==> config.mk <==
export PLATFORM = sky130hd
export DESIGN_NAME = foo_mul_arbiter
export DESIGN_NICKNAME = d
export VERILOG_FILES = /design/src/rtl/foo_pkg.sv /design/src/rtl/foo_mul_pipe.sv /design/src/rtl/foo_mul_arbiter.sv
export SDC_FILE = /design/constraint.sdc
export NUM_CORES = 1
export LEC_CHECK = 0
export BUFFER_PORTS_ARGS = -buffer_cell sky130_fd_sc_hd__buf_4
export CELL_PAD_IN_SITES_DETAIL_PLACEMENT = 0
export CELL_PAD_IN_SITES_GLOBAL_PLACEMENT = 1
export CORE_ASPECT_RATIO = 2
export CORE_MARGIN = 8
export CORE_UTILIZATION = 48
export DETAILED_ROUTE_END_ITERATION = 8
export PLACE_DENSITY_LB_ADDON = 0.1
export SKIP_LAST_GASP = 1
export SYNTH_ARGS = -nofsm -noshare
export SYNTH_HDL_FRONTEND = slang
export SYNTH_SLANG_ARGS = --single-unit
==> constraint.sdc <==
create_clock -name clk -period 8.95 [get_ports clk]
set_input_delay 0.895 -clock clk [delete_from_list [all_inputs] [get_ports clk]]
set_output_delay 0.895 -clock clk [all_outputs]
set_load 0.01 [all_outputs]
==> src/rtl/foo_pkg.sv <==
// Shared definitions for the foo datapath multiplier sharing logic.
package foo_pkg;
   localparam int FOO_DATA_W  = 32;
   localparam int FOO_MUL_LAT = 2;

   // Requester indices: t5 product (a+4)*(b+7) and t10 square t9*t9
   localparam int REQ_T5  = 0;
   localparam int REQ_T10 = 1;

   // Tag travelling alongside each multiply so the result finds its issuer
   typedef struct packed {
      logic vld;
      logic id;
   } mul_tag_t;
endpackage

==> src/rtl/foo_mul_pipe.sv <==
// Pipelined unsigned multiplier, low DATA_W bits of the product.
// Data registers carry no reset; validity is tracked by the caller's tags.
module foo_mul_pipe
   import foo_pkg::*;
#(
   parameter int DATA_W  = FOO_DATA_W,
   parameter int MUL_LAT = FOO_MUL_LAT
) (
   input  logic              clk,
   input  logic [DATA_W-1:0] mul_a,
   input  logic [DATA_W-1:0] mul_b,
   output logic [DATA_W-1:0] mul_p
);

   logic [DATA_W-1:0] stage_d [MUL_LAT];
   logic [DATA_W-1:0] stage_q [MUL_LAT];

   // First stage forms the truncated product, later stages just delay it
   always_comb begin
      stage_d[0] = mul_a * mul_b;
      for (int k = 1; k < MUL_LAT; k++) begin
         stage_d[k] = stage_q[k-1];
      end
   end

   // Stage registers
   always_ff @(posedge clk) begin
      for (int k = 0; k < MUL_LAT; k++) begin
         stage_q[k] <= stage_d[k];
      end
   end

   assign mul_p = stage_q[MUL_LAT-1];

endmodule

==> src/rtl/foo_mul_arbiter.sv <==
// Round-robin arbiter sharing one pipelined multiplier between the t5 and
// t10 multiply stages. A {vld,id} tag shift register runs beside the
// multiplier and routes each product back to its issuer.
// Optional: define FOO_MUL_ARB_PERF_EN to add saturating grant/conflict
// counters.
module foo_mul_arbiter
   import foo_pkg::*;
#(
   parameter int DATA_W  = FOO_DATA_W,
   parameter int MUL_LAT = FOO_MUL_LAT
) (
   input  logic              clk,
   input  logic              rst_n,
   input  logic              flush,
   input  logic [1:0]        req_valid,
   output logic [1:0]        req_ready,
   input  logic [DATA_W-1:0] req_a0,
   input  logic [DATA_W-1:0] req_b0,
   input  logic [DATA_W-1:0] req_a1,
   input  logic [DATA_W-1:0] req_b1,
   output logic [1:0]        rsp_valid,
   output logic [DATA_W-1:0] rsp_data,
   output logic              busy
`ifdef FOO_MUL_ARB_PERF_EN
   ,
   output logic [15:0]       grant_cnt0,
   output logic [15:0]       grant_cnt1,
   output logic [15:0]       conflict_cnt
`endif
);

   logic              prio_d, prio_q;
   logic [1:0]        accept;
   logic              any_acc;
   logic              gnt_id;
   logic [DATA_W-1:0] mul_a, mul_b, mul_p;
   mul_tag_t          tag_d [MUL_LAT];
   mul_tag_t          tag_q [MUL_LAT];
   mul_tag_t          tag_out;
   logic [DATA_W-1:0] rsp_data_d, rsp_data_q;

   // Grant: flush blocks everything, a lone requester wins, a tie goes to prio
   always_comb begin
      req_ready = 2'b00;
      if (!flush) begin
         if (req_valid == 2'b11) begin
            req_ready[prio_q] = 1'b1;
         end else begin
            req_ready = req_valid;
         end
      end
   end

   assign accept  = req_valid & req_ready;
   assign any_acc = |accept;
   assign gnt_id  = accept[REQ_T10];
   assign mul_a   = gnt_id ? req_a1 : req_a0;
   assign mul_b   = gnt_id ? req_b1 : req_b0;

   // Priority passes to the requester that was not served
   always_comb begin
      prio_d = prio_q;
      if (any_acc) begin
         prio_d = ~gnt_id;
      end
   end

   foo_mul_pipe #(
      .DATA_W  (DATA_W),
      .MUL_LAT (MUL_LAT)
   ) u_mul_pipe (
      .clk   (clk),
      .mul_a (mul_a),
      .mul_b (mul_b),
      .mul_p (mul_p)
   );

   // Tag shift register; flush invalidates every in-flight tag
   always_comb begin
      tag_d[0].vld = any_acc;
      tag_d[0].id  = gnt_id;
      for (int k = 1; k < MUL_LAT; k++) begin
         tag_d[k] = tag_q[k-1];
      end
      if (flush) begin
         for (int k = 0; k < MUL_LAT; k++) begin
            tag_d[k].vld = 1'b0;
         end
      end
   end

   assign tag_out = tag_q[MUL_LAT-1];

   // Result data shows the live product on a pulse and otherwise holds
   always_comb begin
      rsp_data_d = tag_out.vld ? mul_p : rsp_data_q;
   end

   // Arbiter, tag and response-hold state
   always_ff @(posedge clk or negedge rst_n) begin
      if (!rst_n) begin
         prio_q     <= 1'b0;
         rsp_data_q <= '0;
         for (int k = 0; k < MUL_LAT; k++) begin
            tag_q[k] <= '0;
         end
      end else begin
         prio_q     <= prio_d;
         rsp_data_q <= rsp_data_d;
         for (int k = 0; k < MUL_LAT; k++) begin
            tag_q[k] <= tag_d[k];
         end
      end
   end

   // Response steering and busy indication
   always_comb begin
      rsp_valid = 2'b00;
      if (tag_out.vld) begin
         rsp_valid[tag_out.id] = 1'b1;
      end
      busy = 1'b0;
      for (int k = 0; k < MUL_LAT; k++) begin
         busy = busy | tag_q[k].vld;
      end
   end

   assign rsp_data = rsp_data_d;

`ifdef FOO_MUL_ARB_PERF_EN
   logic [15:0] grant_cnt0_d, grant_cnt0_q;
   logic [15:0] grant_cnt1_d, grant_cnt1_q;
   logic [15:0] conflict_cnt_d, conflict_cnt_q;

   // Saturating event counters, cleared by flush
   always_comb begin
      grant_cnt0_d   = grant_cnt0_q;
      grant_cnt1_d   = grant_cnt1_q;
      conflict_cnt_d = conflict_cnt_q;
      if (flush) begin
         grant_cnt0_d   = '0;
         grant_cnt1_d   = '0;
         conflict_cnt_d = '0;
      end else begin
         if (accept[REQ_T5] && grant_cnt0_q != 16'hFFFF) begin
            grant_cnt0_d = grant_cnt0_q + 16'd1;
         end
         if (accept[REQ_T10] && grant_cnt1_q != 16'hFFFF) begin
            grant_cnt1_d = grant_cnt1_q + 16'd1;
         end
         if (req_valid == 2'b11 && conflict_cnt_q != 16'hFFFF) begin
            conflict_cnt_d = conflict_cnt_q + 16'd1;
         end
      end
   end

   // Counter registers
   always_ff @(posedge clk or negedge rst_n) begin
      if (!rst_n) begin
         grant_cnt0_q   <= '0;
         grant_cnt1_q   <= '0;
         conflict_cnt_q <= '0;
      end else begin
         grant_cnt0_q   <= grant_cnt0_d;
         grant_cnt1_q   <= grant_cnt1_d;
         conflict_cnt_q <= conflict_cnt_d;
      end
   end

   assign grant_cnt0   = grant_cnt0_q;
   assign grant_cnt1   = grant_cnt1_q;
   assign conflict_cnt = conflict_cnt_q;
`endif

endmodule

==> results of run 1 <==
flip-flops by register name (all words and copies together) (netlist names):
name	count
prio_q	1
rsp_data_q	32
tag_d	1
tag_out	2
tag_q	1
u_mul_pipe.stage_q	64
final cells by class:
class                      instances  area (um^2)
fill                            3829        17570
multi-input combinational       1542        15110
sequential                       101         2207
timing repair buffer             262         2067
inverter                         410         1540
tap                              525        656.9
clock buffer                       9        225.2
clock inverter                     7        57.56
worst min-delay path by stage:
stage	cells after the start	endpoint
CTS	0	u_mul_pipe.stage_q[0][62]$_DFF_P_
floorplan	0	u_mul_pipe.stage_q[0][32]$_DFF_P_
detailed placement	0	u_mul_pipe.stage_q[0][37]$_DFF_P_
finish	0	u_mul_pipe.stage_q[0][62]$_DFF_P_
global route	0	u_mul_pipe.stage_q[0][62]$_DFF_P_
global placement	0	u_mul_pipe.stage_q[0][40]$_DFF_P_
metrics by stage:
step / hold WS [ps] / setup WS (ps) / instance area (um^2)
2_1_floorplan: 309.6 / 330.3 / 19100
3_3_place_gp: 310.2 / 305.4 / 21590
3_5_place_dp: 312.1 / 184.4 / 21590
4_1_cts: 310.7 / 562.6 / 21870
5_1_grt: 322.4 / 220.6 / 21870
6_report: 307.9 / 563.4 / 21870
logic make-up after synthesis:
group | Yosys count
AO/OA/AOI/OAI | 81
XOR/XNOR | 93
adder cells (fa/ha/maj) | 531
buffers and inverters | 474
flip-flops | 101
multiplexers | 102
AND/OR/NAND/NOR | 735
critical path, delay by kind of cell:
| kind | cells | cell delay, ps |
|---|---|---|
| AO/OA/AOI/OAI | 6 | 1400 |
| adder cells (fa/ha/maj) | 9 | 3130 |
| multiplexers | 1 | 960 |
| XOR/XNOR | 1 | 450 |
| buffers and inverters | 8 | 1390 |
| AND/OR/NAND/NOR | 4 | 390 |
synthesized netlist by cell type, types with 2 or more instances:
cell type,n
inv_1,409
fa_1,408
nand2_1,394
nor2_1,302
ha_1,123
xnor2_1,70
dfxtp_1,64
mux2i_1,57
clkbuf_1,52
mux2_2,40
dfrtp_1,37
a21oi_1,24
xor2_1,17
a21o_1,14
o21ai_0,14
or2_2,9
and2_1,7
buf_2,7
nand3_1,7
a31oi_1,6
xnor3_1,5
nor2b_1,4
nor3_1,4
a311oi_1,3
buf_1,3
mux2_4,3
a2111oi_0,2
and3_1,2
buf_6,2
nand2b_1,2
o21a_1,2
o21bai_1,2
o31ai_1,2
layout by cell type (no fill, tap or decap), types with 2 or more instances in the layout:
master / instances
clkinv_2: 3
dfxtp_1: 64
inv_8: 2
nor2_1: 302
a31oi_1: 6
mux2_2: 40
nand3_1: 7
a311oi_1: 3
nand2b_1: 2
xor2_1: 17
mux2i_2: 7
buf_12: 8
o31ai_1: 2
a2111oi_0: 2
ha_1: 123
o21a_1: 2
mux2_4: 3
clkbuf_16: 9
buf_4: 254
o21bai_1: 2
nor2b_1: 4
a21oi_1: 24
mux2i_1: 51
and2_1: 7
a21o_1: 14
o21ai_0: 14
fa_1: 408
dfrtp_1: 37
inv_1: 409
xnor2_1: 70
and3_1: 2
xnor3_1: 5
or2_2: 9
nand2_1: 394
nor3_1: 4
per-layer routing:
metal	track usage, %	vias to the layer above	routed length, um
met4	33.80	0	9263
met2	59.43	679	38700
met1	28.95	7766	20980
met5	0	-	0
li1	-	6678	-
met3	3.292	282	3785
==> flow_summary.toml, run 1 <==
[sta]
hold_violations = 0
rsz0062_at_grt = "no"
fin_crit_ps = 8387
maxSlewViolCount = 0
tightest_slew_ps = 1218
timing.fmax_ghz = 0.1192
period_share_pct = 93.71
setup_tns_ps = 0
finalSetupViolCount = 0
finalClockSkew_ps = 17.47
slew_headroom_pct = 17.19

[critical_path]
r2r-start = "prio_q$_DFFE_PN0N_"
worst_setup_path_end_kind = "flip-flop"
crit_slowest_cell = "mux2i_2"
reg2regPathDepth = 28
critical_path_class = "in2reg"
reg2reg_slack_ps = 770
r2r-end = "u_mul_pipe.stage_q[0][31]$_DFF_P_"
worstPathArrival_ps = 8640
cp_common_cell = "ha_1"
critPathMaxStageDelay_ps = 960
endpoint = "u_mul_pipe.stage_q[0][31]$_DFF_P_"
start_kind = "input pin"
cp-startpoint = "req_valid[1]"
cp.required_ps = 9200
crit_fanout = 29

[floorplan]
dieWidth_um = 157.1
row_count = 103
core_area_mm2 = 0.03944
die_h_um = 298.1
ios = 170
dieArea_mm2 = 0.04682
start_util_pct = 48.44

[cts]
cts_max_path_buffers = 2
cts_max_level = 3
numCtsBuffers = 9
cts_num_sinks = 101
insertion_delay_ps = 360
cts-root-buf = "clkbuf_16"
postCtsSetupBuffers = 0
cts_tree = "yes"
path_clk_slew_ps = 80
cts_hold_buf = 0
cts_resized = 0

[synthesis]
synth_simple_gate_area_share_pct = 14.99
synth_fa_ha_area_share_pct = 50.82
synth_mux_area_share_pct = 5.771
synth_top_family_by_area = "adder cells"
ys.flop_type = "dfxtp_1"
synth_cell_types = 53
synth.avg_cell_area_um2 = 9.023
yosys.area.top_type = "fa_1"
ys_ff_latch = 101
syn_inst = 2117
synth_compound_area_share_pct = 2.771
synthTopCellsByArea = "fa_1, ha_1, inv_1, nand2_1, dfxtp_1"
syn_area_mm2 = 0.01910
synth_edf_count = 0
synthXorXnorAreaFrac_pct = 4.664
yosysTopAreaCellShare_pct = 42.76
yosysSeqAreaShare_pct = 11.55
syn_nets = 2781
ys_warn_count = 0
async_flop_share_pct = 36.63

[cells_and_area]
num_antenna_cells = 0
finalNonFillerCells = 2856
layout-drive-gt1-share_pct = 14.80
final_util_pct = 55.45
areaGrowthSynthToFinish_pct = 14.48
fin_nets = 2990

[grt]
grt_pass1_vias = 17503
grt.total_usage_pct = 32.37
grt_pass1_wl_mm = 107.5
grt_max_degree = 53
overflow = 0
antenna_found_initial = 0

[worst_hold_path]
min_from = "u_mul_pipe.stage_q[0][30]$_DFF_P_"
hp-class = "reg2reg"

[run_status]
status = "finished clean"

[detailed_routing]
post_drt_wl_per_cell_um = 25.46
finalWirelength_mm = 72.73
drt-initial-drc-count = 833
vias = 15405
viasPerCell = 5.394
antenna_left = 0
first_pass_iters = 5
drc = 0

[place]
hpwlAfterDp_mm = 63.86
port_buffers = 169
post-place-cells = 2840
gp_congestion = 0.9899

[run]
drv_cap = 0
Power of run 1 is not shown: default switching activity piles up to over one toggle a cycle in this logic, so the estimate is an artifact.
==> run 2: changes to the inputs <==
- CTS_CLUSTER_DIAMETER: not set -> 50
- clock period: 8.95 -> 8.8 ns (I/O delays scaled with it)
==> run 2 against run 1 <==
Clock skew is 7.9 ps lower. Largest cell class unchanged. Routed wire length is 1.9% higher. Count of clock-buffer cells in the layout is 2 higher.
==> flow_summary.toml, run 2 (synthesis results as in run 1) <==
[run_status]
status = "finished clean"

[grt]
busiest_layer = "met2"
grtUsageMet3_pct = 3.321
globalRouteMet1Util_pct = 28.87
grt_max_degree = 50
met2_usage_pct = 59.73
antenna_found_initial = 0
grt_pass1_vias = 17761
grt.total_usage_pct = 32.90
overflow = 0
grt_pass1_wl_mm = 109.0

[critical_path]
worst_setup_path_end_kind = "flip-flop"
start_kind = "input pin"
crit_slowest_cell = "fa_1"
critical_path_class = "in2reg"
cp-startpoint = "flush"
worstPathArrival_ps = 8670
cp.required_ps = 9040
cp_common_cell = "fa_1"
crit_fanout = 15
r2r-start = "prio_q$_DFFE_PN0N_"
critPathMaxStageDelay_ps = 550
reg2reg_slack_ps = 600

[place]
place_area_mm2 = 0.02177
gp_congestion = 1.005
port_buffers = 169
place_ws_ps = -59.37
hpwlAfterDp_mm = 64.66

[sta]
tightest_slew_ps = 1050
finalClockSkew_ps = 9.614
setup_slack_ps = 371.9
slew_headroom_pct = 27.99
finalSetupViolCount = 0
maxSlewViolCount = 0
fin_crit_ps = 8428
timing.fmax_ghz = 0.1187
period_share_pct = 95.77
rsz0062_at_grt = "no"
hold_violations = 0

[cells_and_area]
layout-drive-gt1-share_pct = 15.41
final_common_cell = "inv_1"
largest_register = "u_mul_pipe.stage_q"
fin_nets = 3008
final_cell_mix = "inv_1, fa_1, nand2_1"
areaGrowthSynthToFinish_pct = 15.63
num_antenna_cells = 0
multi_input_area_mm2 = 0.01512
fin_area_mm2 = 0.02209
final_util_pct = 56.01
nFillCells = 3735
regArea_mm2 = 0.002207
largest_reg_flops = 64

[detailed_routing]
antenna_left = 0
drc = 0
first_pass_iters = 5
post_drt_wl_per_cell_um = 25.79
finalWirelength_mm = 74.12
drt-initial-drc-count = 806
vias = 15432
viasPerCell = 5.370

[cts]
cts_tree = "yes"
cts_max_level = 3
cts_hold_buf = 0
cts_max_path_buffers = 2
path_clk_slew_ps = 70
cts_num_sinks = 101
numCtsBuffers = 9
cts-root-buf = "clkbuf_16"
insertion_delay_ps = 360

[floorplan]
core_area_mm2 = 0.03944
die_h_um = 298.1
start_util_pct = 48.44
row_count = 103
dieWidth_um = 157.1
dieArea_mm2 = 0.04682
ios = 170

[run]
drv_cap = 0

[worst_hold_path]
min_from = "u_mul_pipe.stage_q[0][20]$_DFF_P_"
hp-class = "reg2reg"
==> run 2: cell types whose count changed in the layout (fill, tap and decap cells not counted), moves of 2 or more <==
cell and change:
inv_8 -2, clkbuf_1 +2, buf_12 +4, bufinv_16 +2, buf_4 +14
==> run 2: area by class of cell <==
cell class	count	share of cell area (%)
tap	525	2.974
inverter	410	6.973
timing repair buffer	280	10.20
multi-input combinational	1542	68.44
clock buffer	11	1.054
sequential	101	9.993
clock inverter	5	0.3739
==> run 2: per-layer routing <==
layer  wire length [um]  vias to the layer above
met5                  0                        -
met4              10290                        0
met3               3239                      287
met2              38860                      616
met1              21730                     7819
li1                   -                     6710
==> run 2: through the flow <==
step	TNS, ps	hold WS [ps]	instances
floorplan	0	309.6	2117
global placement	0	310.2	2858
detailed placement	-59.37	312.1	2858
CTS	0	326.4	2874
global route	0	328.5	2874
finish	0	325.4	2874
==> run 2: worst paths after layout <==
check / endpoint / cells past startpoint
hold / removal: u_mul_pipe.stage_q[0][52]$_DFF_P_ / 0
setup reg to reg: u_mul_pipe.stage_q[0][31]$_DFF_P_ / 28
min in group asynchronous: rsp_data_q[2]$_DFF_PN0_ / 1
max in group asynchronous: rsp_data_q[29]$_DFF_PN0_ / 1
hold reg to reg: u_mul_pipe.stage_q[0][52]$_DFF_P_ / 0
setup / recovery: u_mul_pipe.stage_q[0][31]$_DFF_P_ / 29
==> run 2: worst max-delay path, delay by kind of cell <==
kind            cells  cell delay [ps]
buf+inv             9             1240
compound gates      6             1140
mux                 1              340
simple gates        3              360
xor+xnor            1              460
fa+ha+maj           9             4200
==> run 2: timing repair <==
action                     in CTS  in global routing
gates resized for setup         0                  1
buffers inserted                0                  0
setup endpoints to repair       0                  1
Power of run 2 is left out for the same reason.
